$ cat config.mk
export PLATFORM = sky130hd
export DESIGN_NAME = mt
export DESIGN_NICKNAME = d
export VERILOG_FILES = /design/src/rtl/mt.sv
export SDC_FILE = /design/constraint.sdc
export NUM_CORES = 2
export LEC_CHECK = 0
export BUFFER_PORTS_ARGS = -buffer_cell sky130_fd_sc_hd__buf_2
export CAP_MARGIN = 30
export CORE_MARGIN = 8
export CORE_UTILIZATION = 55
export DETAILED_ROUTE_END_ITERATION = 8
export GPL_TIMING_DRIVEN = 0
export PLACE_DENSITY = 0.73
export SYNTH_ARGS = -nofsm -noshare
export SYNTH_HDL_FRONTEND = slang
export SYNTH_SLANG_ARGS = --single-unit
$ cat constraint.sdc
create_clock -name clock -period 2.8 [get_ports clock]
set_input_delay 0.28 -clock clock [delete_from_list [all_inputs] [get_ports clock]]
set_output_delay 0.28 -clock clock [all_outputs]
set_load 0.05 [all_outputs]
$ cat src/rtl/mt.sv
// Speculative rename map table for a 2-wide rename stage with an
// architectural (retirement) map used to recover from branch mispredicts.
module mt #(
  parameter int unsigned NUM_AR = 32,
  parameter int unsigned PR_W   = 7
) (
  input  logic                      clock,
  input  logic                      reset,
  input  logic [1:0]                id_dispatch_num,
  input  logic [$clog2(NUM_AR)-1:0] id_dest0_idx,
  input  logic [$clog2(NUM_AR)-1:0] id_dest1_idx,
  input  logic [$clog2(NUM_AR)-1:0] id_src0a_idx,
  input  logic [$clog2(NUM_AR)-1:0] id_src0b_idx,
  input  logic [$clog2(NUM_AR)-1:0] id_src1a_idx,
  input  logic [$clog2(NUM_AR)-1:0] id_src1b_idx,
  input  logic [PR_W-1:0]           fl_pr0,
  input  logic [PR_W-1:0]           fl_pr1,
  input  logic                      cdb_valid0,
  input  logic                      cdb_valid1,
  input  logic [PR_W-1:0]           cdb_tag0,
  input  logic [PR_W-1:0]           cdb_tag1,
  input  logic [1:0]                rob_retire_num,
  input  logic [$clog2(NUM_AR)-1:0] rob_retire_ar0,
  input  logic [$clog2(NUM_AR)-1:0] rob_retire_ar1,
  input  logic [PR_W-1:0]           rob_retire_pr0,
  input  logic [PR_W-1:0]           rob_retire_pr1,
  input  logic                      rob_mispredict,
  output logic [PR_W-1:0]           mt_rs_src0a_tag,
  output logic [PR_W-1:0]           mt_rs_src0b_tag,
  output logic [PR_W-1:0]           mt_rs_src1a_tag,
  output logic [PR_W-1:0]           mt_rs_src1b_tag,
  output logic                      mt_rs_src0a_rdy,
  output logic                      mt_rs_src0b_rdy,
  output logic                      mt_rs_src1a_rdy,
  output logic                      mt_rs_src1b_rdy,
  output logic [PR_W-1:0]           mt_rob_told0,
  output logic [PR_W-1:0]           mt_rob_told1
);

  localparam int unsigned AR_W = $clog2(NUM_AR);

  logic [PR_W-1:0]   spec_tag     [NUM_AR];
  logic [PR_W-1:0]   spec_tag_nxt [NUM_AR];
  logic [NUM_AR-1:0] spec_rdy;
  logic [NUM_AR-1:0] spec_rdy_nxt;
  logic [PR_W-1:0]   arch_tag     [NUM_AR];
  logic [PR_W-1:0]   arch_nxt     [NUM_AR];

  logic            slot0_act;
  logic            slot1_act;
  logic [AR_W-1:0] src_idx [4];
  logic [PR_W-1:0] src_tag [4];
  logic            src_rdy [4];

  assign slot0_act  = (id_dispatch_num != 2'd0);
  assign slot1_act  = (id_dispatch_num == 2'd2);
  assign src_idx[0] = id_src0a_idx;
  assign src_idx[1] = id_src0b_idx;
  assign src_idx[2] = id_src1a_idx;
  assign src_idx[3] = id_src1b_idx;

  // Source lookup: map read, CDB bypass, then slot-1 dependence on slot 0's dest.
  always_comb begin
    for (int s = 0; s < 4; s++) begin
      src_tag[s] = spec_tag[src_idx[s]];
      src_rdy[s] = spec_rdy[src_idx[s]]
                 | (cdb_valid0 && (cdb_tag0 == spec_tag[src_idx[s]]))
                 | (cdb_valid1 && (cdb_tag1 == spec_tag[src_idx[s]]));
      if ((s >= 2) && slot1_act && (src_idx[s] == id_dest0_idx)) begin
        src_tag[s] = fl_pr0;
        src_rdy[s] = 1'b0;
      end
      if ((s < 2) ? !slot0_act : !slot1_act) begin
        src_tag[s] = '0;
        src_rdy[s] = 1'b0;
      end
    end
  end

  assign mt_rs_src0a_tag = src_tag[0];
  assign mt_rs_src0b_tag = src_tag[1];
  assign mt_rs_src1a_tag = src_tag[2];
  assign mt_rs_src1b_tag = src_tag[3];
  assign mt_rs_src0a_rdy = src_rdy[0];
  assign mt_rs_src0b_rdy = src_rdy[1];
  assign mt_rs_src1a_rdy = src_rdy[2];
  assign mt_rs_src1b_rdy = src_rdy[3];

  assign mt_rob_told0 = slot0_act ? spec_tag[id_dest0_idx] : '0;
  assign mt_rob_told1 = !slot1_act                     ? '0 :
                        (id_dest1_idx == id_dest0_idx) ? fl_pr0 :
                                                         spec_tag[id_dest1_idx];

  // Architectural map after this cycle's retirements (slot 1 is younger).
  always_comb begin
    arch_nxt = arch_tag;
    if (rob_retire_num != 2'd0) arch_nxt[rob_retire_ar0] = rob_retire_pr0;
    if (rob_retire_num == 2'd2) arch_nxt[rob_retire_ar1] = rob_retire_pr1;
  end

  // Speculative map next state; a mispredict discards dispatch and CDB updates.
  always_comb begin
    spec_tag_nxt = spec_tag;
    spec_rdy_nxt = spec_rdy;
    if (rob_mispredict) begin
      spec_tag_nxt = arch_nxt;
      spec_rdy_nxt = '1;
    end else begin
      for (int i = 0; i < NUM_AR; i++) begin
        if ((cdb_valid0 && (cdb_tag0 == spec_tag[i])) ||
            (cdb_valid1 && (cdb_tag1 == spec_tag[i])))
          spec_rdy_nxt[i] = 1'b1;
      end
      if (slot0_act) begin
        spec_tag_nxt[id_dest0_idx] = fl_pr0;
        spec_rdy_nxt[id_dest0_idx] = 1'b0;
      end
      if (slot1_act) begin
        spec_tag_nxt[id_dest1_idx] = fl_pr1;
        spec_rdy_nxt[id_dest1_idx] = 1'b0;
      end
    end
  end

  always_ff @(posedge clock or negedge reset) begin
    if (!reset) begin
      for (int i = 0; i < NUM_AR; i++) begin
        spec_tag[i] <= PR_W'(i);
        arch_tag[i] <= PR_W'(i);
      end
      spec_rdy <= '1;
    end else begin
      spec_tag <= spec_tag_nxt;
      spec_rdy <= spec_rdy_nxt;
      arch_tag <= arch_nxt;
    end
  end

endmodule

==> flow_summary.ini, run 1 <==
[status]
outcome = did not finish
lastStage = global routing (5_1_grt)
first-error = [ERROR GRT-0116] Global routing finished with congestion. Check the congestion regions in the DRC Viewer.

[yosys]
yosysUniqueCellTypes = 57
synth_fp_nets = 4813
yosys-top-cells-area = mux4_2 (19%), dfrtp_1 (16%), dfstp_2 (12%), mux2i_1 (11%), o21ai_0 (6.5%)
async_flop_share_pct = 100
synthesis.area_um2 = 43800
syn_avg_cell_area_um2 = 9.28
synth-edff-count = 0
syn_inst = 4722
synth_ff_type = dfrtp_1
yosysWarnings = 0
seq_area_frac_synth_pct = 28.0
synth.top_cell.area_share_pct = 18.9
yosysTopAreaCell = mux4_2
synth_seq_cells = 480

[global_route]
grt_pass1_wl_um = 455000
grt_pass1_vias = 54224
grt.total_usage_pct = 72.0
gr-total-overflow = 42
grt_max_degree = 128

[placement]
globalplace.congestion = 1.20
portBuffers = 88
post-dp-hpwl_um = 209000
placed_area_um2 = 48300

[die]
die_w_um = 298
die_h_um = 298
initial_core_util_pct = 55.5
num_rows = 103
boundaryPins = 137

[clock_network]
clock-root-buffer = clkbuf_16
cts_sinks = 480
cts_buffer_depth = 3
cts_inserted_buffers = 49
htreeDepth = 2
-- cell usage after synthesis (54+ instances only) --
| library cell | number |
|---|---|
| o21ai_0 | 568 |
| buf_2 | 54 |
| dfrtp_1 | 288 |
| nand3_1 | 128 |
| dfstp_2 | 192 |
| xor2_1 | 221 |
| a21oi_1 | 138 |
| xnor2_1 | 298 |
| buf_1 | 139 |
| mux4_2 | 367 |
| mux2i_1 | 475 |
| nand2_1 | 644 |
| clkbuf_1 | 449 |
| nand4_1 | 76 |
| nor2_1 | 258 |
-- per-layer routing --
layer  GRT usage [%]  GRT overflow
met5            32.1             0
met4            68.5            21
met3            60.8             2
met2            85.7            18
met1            72.3             1
-- logic make-up after synthesis --
group | count (synthesis) | synth area share (%)
AOI/OAI and AO/OA | 951 | 12.3
buffers and inverters | 678 | 6.26
DFF | 480 | 28.0
muxes | 866 | 30.9
and+or+nand+nor | 1228 | 12.2
xor gates and xnor gates | 519 | 10.4
-- what timing repair did --
| action | 4_1_cts |
|---|---|
| pin swaps | 62 |
| resized for setup | 570 |
| setup endpoints to repair | 96 |
| hold endpoints to repair | 56 |
| hold buffers | 1 |
| setup buffers | 224 |
-- metrics by stage --
| stage | util (%) | setup WS [ps] | TNS [ps] | cells |
|---|---|---|---|---|
| after floorplan | - | -161 | -775 | 4722 |
| after global placement | 58.5 | -7900 | -3399550 | 5860 |
| after detailed placement | 61.1 | -1290 | -120760 | 5996 |
| after CTS | 66.8 | -1140 | -17240 | 6120 |
==> inputs of run 2 (changes only) <==
--- a/config.mk
+++ b/config.mk
@@ -8,10 +8,10 @@
 export BUFFER_PORTS_ARGS = -buffer_cell sky130_fd_sc_hd__buf_2
 export CAP_MARGIN = 30
 export CORE_MARGIN = 8
-export CORE_UTILIZATION = 55
+export CORE_UTILIZATION = 40
 export DETAILED_ROUTE_END_ITERATION = 8
 export GPL_TIMING_DRIVEN = 0
-export PLACE_DENSITY = 0.73
+export PLACE_DENSITY_LB_ADDON = 0.15
 export SYNTH_ARGS = -nofsm -noshare
 export SYNTH_HDL_FRONTEND = slang
 export SYNTH_SLANG_ARGS = --single-unit
==> constraint.sdc (replaced) <==
create_clock -name clock -period 3.6 [get_ports clock]
set_input_delay 0.36 -clock clock [delete_from_list [all_inputs] [get_ports clock]]
set_output_delay 0.36 -clock clock [all_outputs]
set_load 0.05 [all_outputs]
==> run 2 against run 1 <==
Compared with the run above:
- synthesized cell count unchanged
- synthesized area stayed put
- the flow now finishes, with violations (design-rule violations, negative setup slack)
==> flow_summary.ini, run 2 <==
[status]
outcome = complete, but fails checks
failed_checks = design-rule violations, negative setup slack

[setup_path]
crit_buf_inv = 3
cp_slowest_cell = dfrtp_2
worstPathArrival_ps = 3670
worstSetupPathType = reg -> out
path_delay_family = multiplexers
cp_max_fo = 9
critPathRequiredTime_ps = 3240
end_kind = output pin
cp_slowest_stage_delay_ps = 580
crit_chain = mux4_2, mux4_2, o21ai_4, buf_4, buf_6, xnor2_1, nor4_1, nand4_1, a31oi_2, buf_6
start_kind = register

[placement]
portBuffers = 88
placed_area_um2 = 49100
globalplace.congestion = 1.07
post-dp-hpwl_um = 235000
pre_cts_ws_ps = -1060

[sta]
fin_skew_ps = 33.2
fmax_mhz = 248
finalSetupViolations = 14
worstMarginPinSlew_ps = 1150
rsz0062_at_grt = true
relSlewSlack_pct = 23.1
finalCritPeriodShare_pct = 112
fin_ws_ps = -429
hold_viol_final = 0
hold_slack_ps = 104
min_period_ps = 4030
drv_slew = 0

[yosys]
synth_common_cells = nand2_1 (644), o21ai_0 (568), mux2i_1 (475)
synthSimpleGateAreaFrac_pct = 12.2
synth_top_family_by_area = multiplexers
synth_most_common_cell = nand2_1
synth_seq_cells = 480
syn_inst = 4722
synthAdderAreaFrac_pct = 0
synthesis.area_um2 = 43800
async_flop_share_pct = 100
synth_compound_area_share_pct = 12.3
yosys-top-cells-area = mux4_2 (19%), dfrtp_1 (16%), dfstp_2 (12%), mux2i_1 (11%), o21ai_0 (6.5%)
synth-edff-count = 0
syn_avg_cell_area_um2 = 9.28
synth_ff_type = dfrtp_1
seq_area_frac_synth_pct = 28.0
yosysWarnings = 0
synth.top_cell.area_share_pct = 18.9
yosysUniqueCellTypes = 57
yosysTopAreaCell = mux4_2
yosys.area_share.xor_xnor_pct = 10.4
synth_fp_nets = 4813
synth.area.mux_share_pct = 30.9

[die]
boundaryPins = 137
die_area_um2 = 120000
num_rows = 121
core-area_um2 = 109000
initial_core_util_pct = 40.3
die_h_um = 347
die_w_um = 347

[clock_network]
cts_sinks = 480
clock-root-buffer = clkbuf_16
cts_inserted_buffers = 53
clk_pin_slew_ps = 60
cts_tree = done
cts_buffer_depth = 3
insertion_delay_ps = 660
htreeDepth = 2

[power]
pwr-share-clk_pct = 19.3
p_leak_nw = 19.9
p_switching_mw = 13.5
comb_power_share_pct = 46.9
ir_drop_mv = 0.497
p_per_area_nw_per_um2 = 561
pwr-share-seq_pct = 33.8
internal-power_mw = 15.7
switching_share_pct = 46.2

[cells_and_area]
final_cell_mix = nand2_1 (644), o21ai_0 (567), mux2i_1 (471)
final_nets = 5074
layout_commonest_cell = nand2_1
drive_gt1_share_pct = 27.0
fin_util_pct = 47.8
final_design_area_no_fill_um2 = 52000
area_delta_synth_final_pct = 18.6
reg_top3 = arch_tag: 224 flops, spec_tag: 224 flops, spec_rdy: 32 flops

[drt]
detail-route-antenna-nets = 0
dr_total_vias = 46387
drcViolationCount = 32
wl_per_cell_um = 47.0
drt-total-wl_um = 305000
dr.first_iter.drc_count = 7983
first_pass_iters = 9
viasPerCell = 7.14

[global_route]
gr-total-overflow = 0
grt_max_degree = 118
grt_pass1_wl_um = 397000
antenna_found_initial = 41
grt.total_usage_pct = 48.5
grt_pass1_vias = 42514

[job]
maxCapViolCount = 0

[worst_hold_path]
min_path_type = in -> reg
[run 2: worst paths after layout]
kind,startpoint,to,slack [ps],cells past startpoint
hold / removal,rob_retire_pr1[4],arch_tag[11],100,3
setup reg to reg,spec_tag[9],spec_rdy[30],880,7
setup / recovery,spec_tag[179],mt_rs_src1a_rdy,-430,10
max in group asynchronous,reset,spec_tag[41],1770,4
hold reg to reg,arch_tag[52],arch_tag[52],570,2
min in group asynchronous,reset,arch_tag[211],190,2
[run 2: cell families (layout without fill, tap and decap cells)]
family	after synthesis	after routing
muxes	866	866
xor gates and xnor gates	519	519
and+or+nand+nor	1228	1228
DFF	480	480
other	0	53
buffers and inverters	678	982
AOI/OAI and AO/OA	951	951
[run 2: worst min-delay path, stage by stage]
cell and delay (ps):
buf_2 190, nor2_1 130, a21oi_1 60
[run 2: final cells by class]
cell class | count | area, um2
fill | 10291 | 56900
multi-input combinational | 3564 | 29200
sequential | 480 | 12400
timing repair buffer | 396 | 4460
buffer | 483 | 2250
tap | 1414 | 1770
clock buffer | 87 | 1610
antenna | 53 | 133
clock inverter | 11 | 119
inverter | 5 | 18.8
[run 2: metal layers]
metal / vias up / wire length (um) / track usage [%]
met5: - / 352 / 0.200
met4: 10 / 31400 / 38.3
met3: 1209 / 46600 / 24.6
met2: 4480 / 119000 / 65.7
met1: 23146 / 107000 / 57.4
li1: 17542 / - / -
[run 2: per-stage QoR]
stage | TNS [ps] | total power, mW | std cells
after floorplan | 0 | 14.9 | 4722
after global placement | -3259100 | 20.6 | 6224
after detailed placement | -28260 | 21.7 | 6422
after CTS | -1360 | 27.6 | 6403
after global routing | -1670 | 29.2 | 6447
final | -2310 | 29.2 | 6493
[run 2: power by group through the flow]
| stage | Clock, mW | Sequential [mW] | Combinational [mW] |
|---|---|---|---|
| 3_5_place_dp | 0 | 7.39 | 14.3 |
| 6_report | 5.61 | 9.87 | 13.7 |
| 5_1_grt | 5.80 | 9.63 | 13.8 |
| 3_3_place_gp | 0 | 7.36 | 13.3 |
| 2_1_floorplan | 0 | 7.28 | 7.60 |
| 4_1_cts | 5.61 | 9.54 | 12.5 |
[run 2: timing repair]
item,in CTS,in global routing
setup buffers,66,37
pin swaps,26,18
endpoints found under the hold margin,45,0
resized for setup,238,71
setup endpoints to repair,44,27
cloned,0,0
hold buffers,1,0
(Power assumes the default switching activity.)
